### src/rtl/alu_seq.sv
// Multi-cycle ALU with a valid/ready handshake and a persistent Z/S/C/V status register.
// Logic, add/sub and compare finish in one cycle; shifts/rotates move one bit per cycle; MUL is shift-add.
module alu_seq #(
    parameter int WIDTH = 20,
    parameter int SHW   = $clog2(WIDTH)
) (
    input  logic             clk,
    input  logic             rst_n,
    input  logic             in_valid,
    output logic             in_ready,
    input  logic [3:0]       op,
    input  logic             mode,
    input  logic [WIDTH-1:0] a,
    input  logic [WIDTH-1:0] b,
    output logic             out_valid,
    input  logic             out_ready,
    output logic [WIDTH-1:0] c,
    output logic             flag_z,
    output logic             flag_s,
    output logic             flag_c,
    output logic             flag_v,
    input  logic             flags_ld,
    input  logic [3:0]       flags_in
);

    localparam int HW = WIDTH / 2;
    localparam int CW = $clog2(WIDTH + 1);
    localparam logic [WIDTH-1:0] HALF_MASK = {{(WIDTH - HW){1'b0}}, {HW{1'b1}}};
    localparam logic [WIDTH-1:0] FULL_TOP  = {1'b1, {(WIDTH - 1){1'b0}}};
    localparam logic [WIDTH-1:0] HALF_TOP  = {{(WIDTH - HW){1'b0}}, 1'b1, {(HW - 1){1'b0}}};
    localparam logic [CW-1:0]    E_FULL    = CW'(WIDTH);
    localparam logic [CW-1:0]    E_HALF    = CW'(HW);

    typedef enum logic [1:0] {
        ST_IDLE = 2'd0,
        ST_EXEC = 2'd1,
        ST_DONE = 2'd2
    } state_t;

    typedef enum logic [3:0] {
        OP_NOT = 4'h0, OP_AND = 4'h1, OP_OR  = 4'h2, OP_XOR = 4'h3,
        OP_ADD = 4'h4, OP_ADC = 4'h5, OP_SUB = 4'h6, OP_SBC = 4'h7,
        OP_SHR = 4'h8, OP_SHL = 4'h9, OP_ROR = 4'hA, OP_ROL = 4'hB,
        OP_MUL = 4'hC, OP_CMP = 4'hD, OP_INC = 4'hE, OP_DEC = 4'hF
    } op_t;

    function automatic logic topBit(input logic [WIDTH-1:0] x, input logic full);
        return full ? x[WIDTH-1] : x[HW-1];
    endfunction

    function automatic logic [WIDTH-1:0] widthMask(input logic full);
        return full ? {WIDTH{1'b1}} : HALF_MASK;
    endfunction

    state_t             state_q, state_d;
    op_t                op_q, op_d;
    logic               mode_q, mode_d;
    logic [WIDTH-1:0]   a_q, a_d;
    logic [WIDTH-1:0]   b_q, b_d;
    logic               cin_q, cin_d;
    logic [CW-1:0]      cnt_q, cnt_d;
    logic [2*WIDTH-1:0] prod_q, prod_d;
    logic [2*WIDTH-1:0] mcand_q, mcand_d;
    logic [WIDTH-1:0]   res_q, res_d;
    logic               fz_q, fz_d;
    logic               fs_q, fs_d;
    logic               fc_q, fc_d;
    logic               fv_q, fv_d;

    logic [WIDTH-1:0]   maskQ;
    logic [WIDTH-1:0]   operB;
    logic [WIDTH:0]     addExt;
    logic [WIDTH:0]     subExt;
    logic [WIDTH-1:0]   addRes;
    logic [WIDTH-1:0]   subRes;
    logic               addC, addV, subC, subV;
    logic [WIDTH-1:0]   shStep;
    logic               shOut;
    logic [2*WIDTH-1:0] prodStep;
    logic               mulHigh;

    logic [WIDTH-1:0]   inMask;
    logic [CW-1:0]      nRaw, nShift, nRot, eIn;
    logic               isShift;

    logic               finish;
    logic               writeRes;
    logic [WIDTH-1:0]   doneRes;
    logic               doneC, doneV;

    // E-bit add/subtract shared by ADD/ADC/INC and SUB/SBC/DEC/CMP; carry/borrow taken at bit E
    always_comb begin
        maskQ  = widthMask(mode_q);
        operB  = (op_q == OP_INC || op_q == OP_DEC) ? {{(WIDTH - 1){1'b0}}, 1'b1} : b_q;
        addExt = {1'b0, a_q} + {1'b0, operB} + {{WIDTH{1'b0}}, (op_q == OP_ADC) & cin_q};
        subExt = {1'b0, a_q} - {1'b0, operB} - {{WIDTH{1'b0}}, (op_q == OP_SBC) & cin_q};
        addRes = addExt[WIDTH-1:0] & maskQ;
        subRes = subExt[WIDTH-1:0] & maskQ;
        addC   = mode_q ? addExt[WIDTH] : addExt[HW];
        subC   = mode_q ? subExt[WIDTH] : subExt[HW];
        addV   = (topBit(a_q, mode_q) == topBit(operB, mode_q)) &&
                 (topBit(addRes, mode_q) != topBit(a_q, mode_q));
        subV   = (topBit(a_q, mode_q) != topBit(operB, mode_q)) &&
                 (topBit(subRes, mode_q) != topBit(a_q, mode_q));
    end

    // One-bit shift/rotate step within the E-bit window; operand upper bits are already zero
    always_comb begin
        shStep = a_q;
        shOut  = 1'b0;
        case (op_q)
            OP_SHR: begin
                shStep = a_q >> 1;
                shOut  = a_q[0];
            end
            OP_SHL: begin
                shStep = (a_q << 1) & maskQ;
                shOut  = topBit(a_q, mode_q);
            end
            OP_ROR: shStep = (a_q >> 1) | (a_q[0] ? (mode_q ? FULL_TOP : HALF_TOP) : '0);
            OP_ROL: shStep = ((a_q << 1) & maskQ) | {{(WIDTH - 1){1'b0}}, topBit(a_q, mode_q)};
            default: ;
        endcase
        prodStep = prod_q + (b_q[0] ? mcand_q : '0);
        mulHigh  = mode_q ? (|prodStep[2*WIDTH-1:WIDTH]) : (|prodStep[2*WIDTH-1:HW]);
    end

    // Iteration count taken at accept time: clamped for shifts, modulo E for rotates
    always_comb begin
        inMask = widthMask(mode);
        eIn    = mode ? E_FULL : E_HALF;
        nRaw   = CW'(b[SHW-1:0]);
        nShift = (nRaw > eIn) ? eIn : nRaw;
        nRot   = mode ? (nRaw % E_FULL) : (nRaw % E_HALF);
    end

    always_comb begin
        state_d  = state_q;
        op_d     = op_q;
        mode_d   = mode_q;
        a_d      = a_q;
        b_d      = b_q;
        cin_d    = cin_q;
        cnt_d    = cnt_q;
        prod_d   = prod_q;
        mcand_d  = mcand_q;
        res_d    = res_q;
        fz_d     = fz_q;
        fs_d     = fs_q;
        fc_d     = fc_q;
        fv_d     = fv_q;
        finish   = 1'b0;
        writeRes = 1'b1;
        doneRes  = res_q;
        doneC    = 1'b0;
        doneV    = 1'b0;
        isShift  = (op_q == OP_SHR) || (op_q == OP_SHL) || (op_q == OP_ROR) || (op_q == OP_ROL);

        case (state_q)
            ST_IDLE: begin
                if (flags_ld) begin
                    {fz_d, fs_d, fc_d, fv_d} = flags_in;
                end
                if (in_valid) begin
                    op_d    = op_t'(op);
                    mode_d  = mode;
                    a_d     = a & inMask;
                    b_d     = b & inMask;
                    cin_d   = flags_ld ? flags_in[1] : fc_q;
                    prod_d  = '0;
                    mcand_d = {{WIDTH{1'b0}}, a & inMask};
                    case (op_t'(op))
                        OP_SHR, OP_SHL: cnt_d = nShift;
                        OP_ROR, OP_ROL: cnt_d = nRot;
                        OP_MUL:         cnt_d = eIn;
                        default:        cnt_d = '0;
                    endcase
                    state_d = ST_EXEC;
                end
            end
            ST_EXEC: begin
                if (isShift) begin
                    if (cnt_q == '0) begin
                        finish  = 1'b1;
                        doneRes = a_q;
                    end else begin
                        a_d   = shStep;
                        cnt_d = cnt_q - 1'b1;
                        if (cnt_q == CW'(1)) begin
                            finish  = 1'b1;
                            doneRes = shStep;
                            doneC   = (op_q == OP_SHR || op_q == OP_SHL) ? shOut : 1'b0;
                        end
                    end
                end else if (op_q == OP_MUL) begin
                    prod_d  = prodStep;
                    mcand_d = mcand_q << 1;
                    b_d     = b_q >> 1;
                    cnt_d   = cnt_q - 1'b1;
                    if (cnt_q <= CW'(1)) begin
                        finish  = 1'b1;
                        doneRes = prodStep[WIDTH-1:0] & maskQ;
                        doneC   = mulHigh;
                        doneV   = mulHigh;
                    end
                end else begin
                    finish = 1'b1;
                    case (op_q)
                        OP_NOT: doneRes = ~a_q & maskQ;
                        OP_AND: doneRes = a_q & b_q;
                        OP_OR:  doneRes = a_q | b_q;
                        OP_XOR: doneRes = a_q ^ b_q;
                        OP_ADD, OP_ADC, OP_INC: begin
                            doneRes = addRes;
                            doneC   = addC;
                            doneV   = addV;
                        end
                        default: begin
                            doneRes  = subRes;
                            doneC    = subC;
                            doneV    = subV;
                            writeRes = (op_q != OP_CMP);
                        end
                    endcase
                end
                if (finish) begin
                    state_d = ST_DONE;
                    if (writeRes) begin
                        res_d = doneRes;
                    end
                    fz_d = ((doneRes & maskQ) == '0);
                    fs_d = topBit(doneRes, mode_q);
                    fc_d = doneC;
                    fv_d = doneV;
                end
            end
            ST_DONE: begin
                if (out_ready) begin
                    state_d = ST_IDLE;
                end
            end
            default: state_d = ST_IDLE;
        endcase
    end

    always_ff @(posedge clk or negedge rst_n) begin
        if (!rst_n) begin
            state_q <= ST_IDLE;
            op_q    <= OP_NOT;
            mode_q  <= 1'b0;
            a_q     <= '0;
            b_q     <= '0;
            cin_q   <= 1'b0;
            cnt_q   <= '0;
            prod_q  <= '0;
            mcand_q <= '0;
            res_q   <= '0;
            fz_q    <= 1'b0;
            fs_q    <= 1'b0;
            fc_q    <= 1'b0;
            fv_q    <= 1'b0;
        end else begin
            state_q <= state_d;
            op_q    <= op_d;
            mode_q  <= mode_d;
            a_q     <= a_d;
            b_q     <= b_d;
            cin_q   <= cin_d;
            cnt_q   <= cnt_d;
            prod_q  <= prod_d;
            mcand_q <= mcand_d;
            res_q   <= res_d;
            fz_q    <= fz_d;
            fs_q    <= fs_d;
            fc_q    <= fc_d;
            fv_q    <= fv_d;
        end
    end

    assign in_ready  = (state_q == ST_IDLE);
    assign out_valid = (state_q == ST_DONE);
    assign c         = res_q;
    assign flag_z    = fz_q;
    assign flag_s    = fs_q;
    assign flag_c    = fc_q;
    assign flag_v    = fv_q;

endmodule

### config.mk
export PLATFORM = sky130hd
export DESIGN_NAME = alu_seq
export DESIGN_NICKNAME = d
export VERILOG_FILES = /design/src/rtl/alu_seq.sv
export SDC_FILE = /design/constraint.sdc
export NUM_CORES = 1
export LEC_CHECK = 0
export BUFFER_PORTS_ARGS = -buffer_cell sky130_fd_sc_hd__buf_2
export CAP_MARGIN = 10
export CORE_ASPECT_RATIO = 2
export CORE_MARGIN = 2
export CORE_UTILIZATION = 55
export CTS_CLUSTER_DIAMETER = 50
export DETAILED_ROUTE_END_ITERATION = 8
export GPL_TIMING_DRIVEN = 0
export HOLD_SLACK_MARGIN = 0.03
export PLACE_DENSITY = 0.73
export SKIP_LAST_GASP = 1
export SYNTH_ARGS = -nofsm -noshare
export SYNTH_HDL_FRONTEND = slang
export SYNTH_SLANG_ARGS = --single-unit
### constraint.sdc
create_clock -name clk -period 5.15 [get_ports clk]
set_input_delay 0.515 -clock clk [delete_from_list [all_inputs] [get_ports clk]]
set_output_delay 0.515 -clock clk [all_outputs]
set_load 0.02 [all_outputs]
# == Word-level counts from Yosys, hierarchy flattened ==
# Cells that the tools add are included.
# Widths: inputs -> output; s select.
# op_classes
n_addsub,6
n_div,2
magnitude_cmp,2
eq_ne,36
muxes,84
bitwise,16
reduce_logical,26
# ops
cell,count
$mux 20,17
$mux 40,7
$and 20x20->20,9
$pmux 40 s2,2
$pmux 20 s5,1
$pmux 20 s2,2
$pmux 20 s4,1
$eq 4x4->1 const B,12
$add 40x40->40,1
$mux 5,7
$mux 1,34
$reduce_or 30->1,1
$add 20x20->21,1
$add 21x1->21,1
$sub 20x20->21,1
$sub 21x1->21,1
$logic_not 20->1,1
$not 20->20,1
$or 19x20->20,1
$or 20x1->20,1
$or 20x20->20,1
$reduce_or 20->1,1
$xor 20x20->20,1
$pmux 5 s3,1
35 further kinds,66
# totals
register_bits,157
out_inout_bits,26
elab_cells,186

# == Longest topological paths before layout ==
# Gate-level depths: netlist of the first run.
# depth
depth_word,14
mapped_depth,20
ltp_nobuf,19

# == Worst setup path after synthesis of the first run ==
# OpenSTA, ideal clock, no wires.
# synth_timing
path_kind,flip-flop to flip-flop
startpoint,register op_q[1]
endpoint,"register fz_q, in the netlist flag_z"
setup_time_ns,0.087
t_arrival_ns,4.274
setup_slack_ns,0.789
path_stages_with_launch,21
synth_period_minus_slack_ns,4.361
path_cell_list,dfrtp_1 buf_4 buf_2 buf_1 buf_1 nand3_1 nor2_1 fa_1 inv_1 ha_1 nor2_1 fa_1 a41o_2 a211oi_1 o21a_1 a221oi_2 o21ai_0 xor2_1 a211oi_1 nand4_1 a211oi_2
# synth_via
elab_chain_cells,14
word_cells_on_any_way,44
cone_classes,add/sub: 4; eq/ne: 14; mux: 13; bitwise: 5; reduce/logical: 8
# synth_rtl
element,line_no,rtl
"start, declared",56,"op_t op_q, op_d;"
"start signal, assigned",264,op_q <= op_d;
$eq 4x4->1 (on tied branches),"94, 208",
$logic_or 1x1->1,94,"operB = (op_q == OP_INC || op_q == OP_DEC) ? {{(WIDTH - 1){1'b0}}, 1'b1} : b_q;"
$mux 20,94,
$sub 20x20->21 / $add 20x20->21 (equally long branches),"96, 95",
$sub 21x1->21 / $add 21x1->21 (equally long branches),"96, 95",
$and 20x20->20 (on tied branches),"98, 97",
$pmux 20 s5,208,case (op_q)
$mux 20,195,end else if (op_q == OP_MUL) begin
$mux 20,182,if (isShift) begin
$mux 20,159,case (state_q)
$and 20x20->20,231,fz_d = ((doneRes & maskQ) == '0);
$logic_not 20->1,231,
$mux 1,226,if (finish) begin
$pmux 1 s2,159,
"end signal, assigned",273,fz_q <= fz_d;
"end, declared",65,"logic fz_q, fz_d;"
# Several ways; a longest one is shown, not always the timed one. The select of a mux whose other input is x is not followed.
# A chain may end at the register's enable or synchronous reset.

# == Worst setup path after layout of the first run ==
# layout_timing
startpoint,register b_q[0]
endpoint,"register fv_q, in the netlist flag_v"
# layout_via
elab_chain_cells,12
word_cells_on_any_way,24
cone_classes,add/sub: 5; eq/ne: 2; mux: 11; bitwise: 2; reduce/logical: 4
# layout_rtl
element,line_no,rtl
"start, declared",59,"logic [WIDTH-1:0] b_q, b_d;"
"start signal, assigned",252,b_q <= '0;
"start signal, assigned",267,b_q <= b_d;
$mux 20,94,
$sub 20x20->21 / $add 20x20->21 (equally long branches),"96, 95",
$sub 21x1->21 / $add 21x1->21 (equally long branches),"96, 95",
$and 20x20->20 (on tied branches),"98, 97",
$mux 1,48,return full ? x[WIDTH-1] : x[HW-1];
$ne 1x1->1 (on tied branches),"104, 102",
$logic_and 1x1->1 (on tied branches),"103, 101",
$pmux 1 s2,208,
$mux 1 (*),195,
$mux 1 (*),182,
$mux 1 (*),226,
$pmux 1 s2 (*),159,
"end signal, assigned",276,fv_q <= fv_d;
"end, declared",68,"logic fv_q, fv_d;"
# Mark *: on every way between the ends. The rest lies on a longest branch, timed or not. The select of a mux whose other input is x is not followed.

==> metrics.txt, run 1 <==
post-DR wirelength/cell=27.9 um; final core occ=61.8%; Worst Setup SP=b_q[0]; async set-reset flop share out of synthesis=100%; Syn. warnings=0; global-route usage over all layers=47.0%; RR Startpoint=b_q[0]; Hold Slack=0.266 ns; Setup violations, final=0; Layout Skew=0.0163 ns; Achievable Freq=196 MHz; htree depth=4; Final Max Tran Viols=0; Clock Root Buffer=clkbuf_16; Syn Nets=2171; Initial Utilization=55.9%; status=completed; Final Critical Period=5.11 ns; worst skew pair latency=0.48 ns; reg2reg path depth=14; height of the die=240 um; Overflow after GRT=0; Seq/Total Area, Yosys=25.6%; DRC=0; global-route wire length before repair=101000 um; routed vias/inst=6.83; die width=122 um; Least-Margin Pin Slew=1.33 ns; most common cell after layout, fill and taps aside=nand2_1; Post-Syn Area per Cell=7.77 um^2; # port buffers=79; antenna violations before repair=2; layout cell share with drive strength beyond 1=11.0%; crit end category=flop; leakage=0.00775 uW; via count=16700; synthesis-to-layout area growth=10.6%; Die ar.=29300 um^2; Worst VDD drop=0.757 mV; row count=86; Nets=2269; CP Launch Type=flop; Iter 0 DRT Violations=1658; largest net degree at the start of global routing=117; RSZ-0062 raised after global routing=false; Syn Std Cell Area=15300 um^2; Synth cell types=99; dpl hpwl=52900 um; vias in the first global route=16900; worst rel slew slack=11.3%; Final Hold Fails=0; CP Data Arrival Time=5.42 ns; Main synth FF type=dfrtp_1; Yosys reg bits=157; final WL=68000 um; worst min path class=input port to flop; P per Cell Area=759 nW/um^2; R2R Setup Slk=0.04 ns; Floorplan Core Area=27400 um^2; Clock Sinks=157; max cap viols=0; CP Capture Point=flag_v; Crit Path Max Fanout=10; CTS clk-pin slew, worst paths=0.07 ns; leading cell types in the layout, fill and taps excluded=nand2_1, o21ai_0, dfrtp_1, a21oi_1, ha_1; CTS max path bufs=2; R2R Path End=flag_v; drt first pass iters=8; gpl congestion=1.05; CTS tree=built; synthesized instance count=1972; Routed Antenna Nets=0; Crit path required time=5.47 ns; number of synthesized flops with an enable pin=0; layout filler cell count=2570; Tcrit/Tclk final=99.1%; # IOs=80; Total Power=12900 uW; CTS buffer count=17; CP Class=flop to flop
## worst min path at each step
stage / startpoint / end / cells after the start
finish: op[0] / op_q[0] / 3
global placement: mcand_q[38] / mcand_q[39] / 2
CTS: op[0] / op_q[0] / 3
global route: b[19] / b_q[19] / 3
floorplan: rst_n / a_q[0] / 0
detailed placement: rst_n / mcand_q[32] / 1
## cells by family (layout without fill, tap and decap cells)
group	count (synthesis)	after routing	share of synthesized area, %
and+or+nand+nor	685	685	21.0
AOI/OAI and AO/OA	656	656	29.0
buffers and inverters	233	344	6.04
DFF	157	157	25.6
adders and majority gates	145	145	12.1
xor gates and xnor gates	58	58	3.31
muxes	38	38	2.97
other	0	2	0
## critical path: stages, from the launching register on
cell and delay (ns):
dfrtp_2 0.53, clkbuf_1 0.25, and2_1 0.21, ha_1 0.28, clkbuf_1 0.33, nand4_1 0.25
nor3_1 0.37, o311ai_2 0.25, and4_1 0.26, nor3_2 0.61, o21ai_0 0.32, a2111oi_1 0.54
nand4_1 0.37, nand4_1 0.26, a31oi_1 0.11
## per-stage QoR
step           instance area, um^2  cells  setup WS (ns)  setup TNS (ns)
5_1_grt                      16900   2435        0.00401               0
4_1_cts                      16900   2436         0.0133               0
6_report                     17000   2437         0.0445               0
2_1_floorplan                15300   1972          0.789               0
3_5_place_dp                 16200   2404          -1.32           -5.99
3_3_place_gp                 16200   2403          -1.35           -5.69
## synth_stat cells (15+ instances only)
cell      count  share of area, %
a211oi_1     35               1.7
a21o_1       34               1.7
a21oi_1     145               4.7
a221oi_1     26               1.5
a22oi_1      29               1.4
a31oi_1      15              0.61
and2_1       54               2.2
and3_1       17              0.69
buf_2        25              0.82
clkbuf_1     83               2.0
dfrtp_1     157                26
ha_1        140                11
inv_1       110               2.7
mux2i_1      23               1.5
nand2_1     247               6.0
nand3_1      95               3.1
nand4_1      18              0.73
nor2_1      138               3.4
nor2b_1      18              0.73
nor3_1       35               1.1
o211ai_1     23               1.1
o21a_1       17              0.83
o21ai_0     172               5.6
xnor2_1      34               1.9
xor2_1       24               1.4
## power breakdown
part | switching (uW) | internal [uW]
sequential | 533 | 1610
combinational | 6090 | 3180
clock | 625 | 835
## timing repair
action	4_1_cts	5_1_grt
endpoints found under the setup margin	16	5
gates resized for setup	14	21
hold buffers	1	0
hold endpoints to repair	41	0
pin swaps	1	3
setup buffers	0	1
## state kept, by name (all words and copies together), names as in the netlist
signal / flops
cin_q: 1
flag_z: 1
b_q: 20
op_q: 4
flag_v: 1
cnt_q: 5
state_q: 2
prod_q: 40
mcand_q: 40
flag_c: 1
a_q: 20
mode_q: 1
flag_s: 1
c: 20
## metal layers
layer | part of all wire (%) | vias to the layer above | global-route usage [%]
met5 | 0 | - | 1.43
met4 | 13 | 0 | 50.8
met3 | 8.8 | 474 | 14.1
met2 | 48 | 992 | 79.0
met1 | 30 | 7808 | 41.7
li1 | - | 7379 | -
## layout make-up
type	instances	area (um^2)	share of cell area, %
Clock inverter	14	204	1.20
Antenna cell	2	5.00	0.0295
Tap cell	352	440	2.60
Inverter	110	413	2.44
Multi-Input combinational cell	1582	10500	62.2
Clock buffer	18	439	2.59
Buffer	120	526	3.10
Sequential cell	157	3930	23.2
Timing Repair Buffer	82	450	2.66
No activity file was read; power rests on OpenSTA's default activity.
==> run 2, diff against run 1 <==
--- a/config.mk
+++ b/config.mk
@@ -7,14 +7,17 @@
 export LEC_CHECK = 0
 export BUFFER_PORTS_ARGS = -buffer_cell sky130_fd_sc_hd__buf_2
 export CAP_MARGIN = 10
+export CELL_PAD_IN_SITES_DETAIL_PLACEMENT = 0
+export CELL_PAD_IN_SITES_GLOBAL_PLACEMENT = 1
 export CORE_ASPECT_RATIO = 2
 export CORE_MARGIN = 2
-export CORE_UTILIZATION = 55
+export CORE_UTILIZATION = 48
+export CTS_BUF_LIST = sky130_fd_sc_hd__clkbuf_8
 export CTS_CLUSTER_DIAMETER = 50
 export DETAILED_ROUTE_END_ITERATION = 8
 export GPL_TIMING_DRIVEN = 0
 export HOLD_SLACK_MARGIN = 0.03
-export PLACE_DENSITY = 0.73
+export PLACE_DENSITY_LB_ADDON = 0.1
 export SKIP_LAST_GASP = 1
 export SYNTH_ARGS = -nofsm -noshare
 export SYNTH_HDL_FRONTEND = slang
==> run 2 against run 1 <==
Against the previous run: the run now ends with DRC left; die area up 14%; first-iteration DRC count is 14% lower; sequential cell count is the same; clock skew is 0.0055 ns higher.
==> metrics.txt, run 2 (synthesis gave the netlist of run 1 again) <==
CTS buffer count=17 (unchanged); via count=16300 (-2.4%); Nets=2268 (-0.044%); htree depth=4 (unchanged); worst min path class=input port to flop; CP Data Arrival Time=5.47 ns (+0.05 ns); leading cell types in the layout, fill and taps excluded=nand2_1, o21ai_0, dfrtp_1, a21oi_1, ha_1; pre-CTS worst setup slack=-1.42 ns (-0.0921 ns); final WL=66800 um (-1.7%); Floorplan Core Area=31500 um^2 (+15%); worst stage delay on the critical path=0.47 ns (-0.14 ns); fin cells=2507 (+2.9%); CTS clk-pin slew, worst paths=0.09 ns (+0.02 ns); clock share of power=7.6% (-3.7 points); Worst Path Buf+Inv=4 (+2); Clock Root Buffer=clkbuf_8; P per Cell Area=731 nW/um^2 (-3.8%); DRC=1 (+1); largest net degree at the start of global routing=98 (-16%); Iter 0 DRT Violations=1425 (-14%); CTS tree=built; critical-path cell list=buf_4, buf_6, buf_4, nand3_1, nor2_1, fa_1, inv_1, ha_1, nor2_1, fa_1, a41o_2, a211oi_4, o21a_2, a221oi_2, o21ai_0, xor2_1, a211oi_2, nand4_1, a211oi_2; Least-Margin Pin Slew=1.11 ns (-0.223 ns); hold_sp=b[19]; failing checks=DRC; # port buffers=79 (unchanged); antenna violations before repair=2 (unchanged); Multi-input gate area=10600 um^2 (about the same); FF/Latch Area=3930 um^2 (about the same); Comb pwr share=75.0% (+3.0 points); CTS max path bufs=2 (unchanged); Initial Utilization=48.6% (-7.3 points); R2R Setup Slk=0.12 ns (+0.07 ns); RR Startpoint=op_q[1]; gpl congestion=0.987 (-6.3%); cell family with most CP delay=compound AO/OA/AOI/OAI gates; global-route usage over all layers=40.1% (-6.9 points); CP Class=flop to flop; Final Hold Fails=0 (unchanged); layout cell share with drive strength beyond 1=11.0% (-0.043 points); global-route wire length before repair=98500 um (-2.2%); CP Launch Type=flop; reg2reg path depth=19 (+5); Final Max Tran Viols=0 (unchanged); Layout Skew=0.0218 ns (+0.00550 ns); layout filler cell count=3236 (+26%); Switch Pwr=7130 uW (-1.7%); worst skew pair latency=0.53 ns (+0.05 ns); crit end category=flop; Setup violations, final=0 (unchanged); post-DR wirelength/cell=26.7 um (-4.4%); Placed Instances=2475 (+3.0%); drt first pass iters=9 (+1); routed vias/inst=6.49 (-5.1%); leakage=0.00760 uW (-2.0%); final non-filler cell area=16800 um^2 (-1.2%); RSZ-0062 raised after global routing=true; dpl hpwl=53300 um (+0.72%); final setup margin=0.117 ns (+0.0726 ns); most common cell after layout, fill and taps aside=nand2_1; Clock Sinks=157 (unchanged); vias in the first global route=16400 (-3.2%); worst rel slew slack=26.1% (+15 points); max cap viols=0 (unchanged); row count=92 (+7.0%); Overflow after GRT=0 (unchanged); Achievable Freq=199 MHz (+1.4%); height of the die=257 um (+6.9%); worst hold endpoint=b_q[19]; DP Area=16300 um^2 (+0.55%); Crit Path Max Fanout=19 (+9); synthesis-to-layout area growth=9.28%; Routed Antenna Nets=0 (unchanged); final setup TNS=0 ns (unchanged); Final Critical Period=5.03 ns (-0.0726 ns); # IOs=80 (unchanged); Sw Share=58.2% (+1.9 points); Die ar.=33500 um^2 (+14%); die width=130 um (+6.8%); Tcrit/Tclk final=97.7% (-1.4 points); status=complete, but fails checks; biggest regs=mcand_q: 40 flops, prod_q: 40 flops; Crit-path slowest cell=fa_1; Hold Path Stages=3 (unchanged); R2R Path End=flag_z; Hold Slack=0.240 ns (-0.0259 ns); Worst VDD drop=0.728 mV (-3.8%); Internal Pwr Total=5120 uW (-9.0%); Crit path required time=5.59 ns (+0.12 ns); Flop pwr share=17.4% (+0.7 points)
## run 2: routing by layer
layer	share of wire (%)	vias to the layer above	GRT usage (%)
met1	32	7766	37.8
li1	-	7382	-
met5	0	-	0
met2	51	771	70.4
met4	12	0	36.5
met3	6.0	339	8.20
## run 2: repair_timing
action,4_1_cts,5_1_grt
hold buffers,1,0
hold endpoints to repair,60,0
gates resized for setup,15,17
buffers inserted,0,0
pin swaps,1,1
setup endpoints to repair,16,4
## run 2: power by group through the flow
stage	clock network, uW	registers, uW	logic (uW)
after floorplan	0	2020	6020
after global placement	0	2110	8750
after detailed placement	0	2120	8830
after CTS	933	2100	8910
after global routing	977	2160	9850
final	933	2130	9190
## run 2: per-stage QoR
step | power (uW) | util (%)
finish | 12200 | 53.1
global route | 13000 | 53.1
CTS | 11900 | 52.9
detailed placement | 10900 | 51.7
global placement | 10900 | 51.5
floorplan | 8030 | -
## run 2: area by class of cell
cell class | count | share of cell area [%]
Buffer | 120 | 3.10
Inverter | 110 | 2.46
Clock buffer | 18 | 1.48
Tap cell | 423 | 3.16
Antenna cell | 2 | 0.0299
Clock inverter | 14 | 0.657
Multi-Input combinational cell | 1582 | 63.0
Timing Repair Buffer | 81 | 2.64
Sequential cell | 157 | 23.5
## run 2: how the worst max path moves through the flow
stage	slack [ns]	start	end	depth (start not counted)
3_5_place_dp	-1.42	op_q[1]	flag_z	20
4_1_cts	0.03	op_q[1]	flag_z	19
6_report	0.12	op_q[1]	flag_z	19
2_1_floorplan	0.79	op_q[1]	flag_z	20
3_3_place_gp	-1.39	op_q[1]	flag_z	20
5_1_grt	-0.007	b_q[0]	flag_v	15
## run 2: worst min-delay path: stages
cell	delay, ns
buf_2	0.10
nand2_1	0.04
o21ai_0	0.06
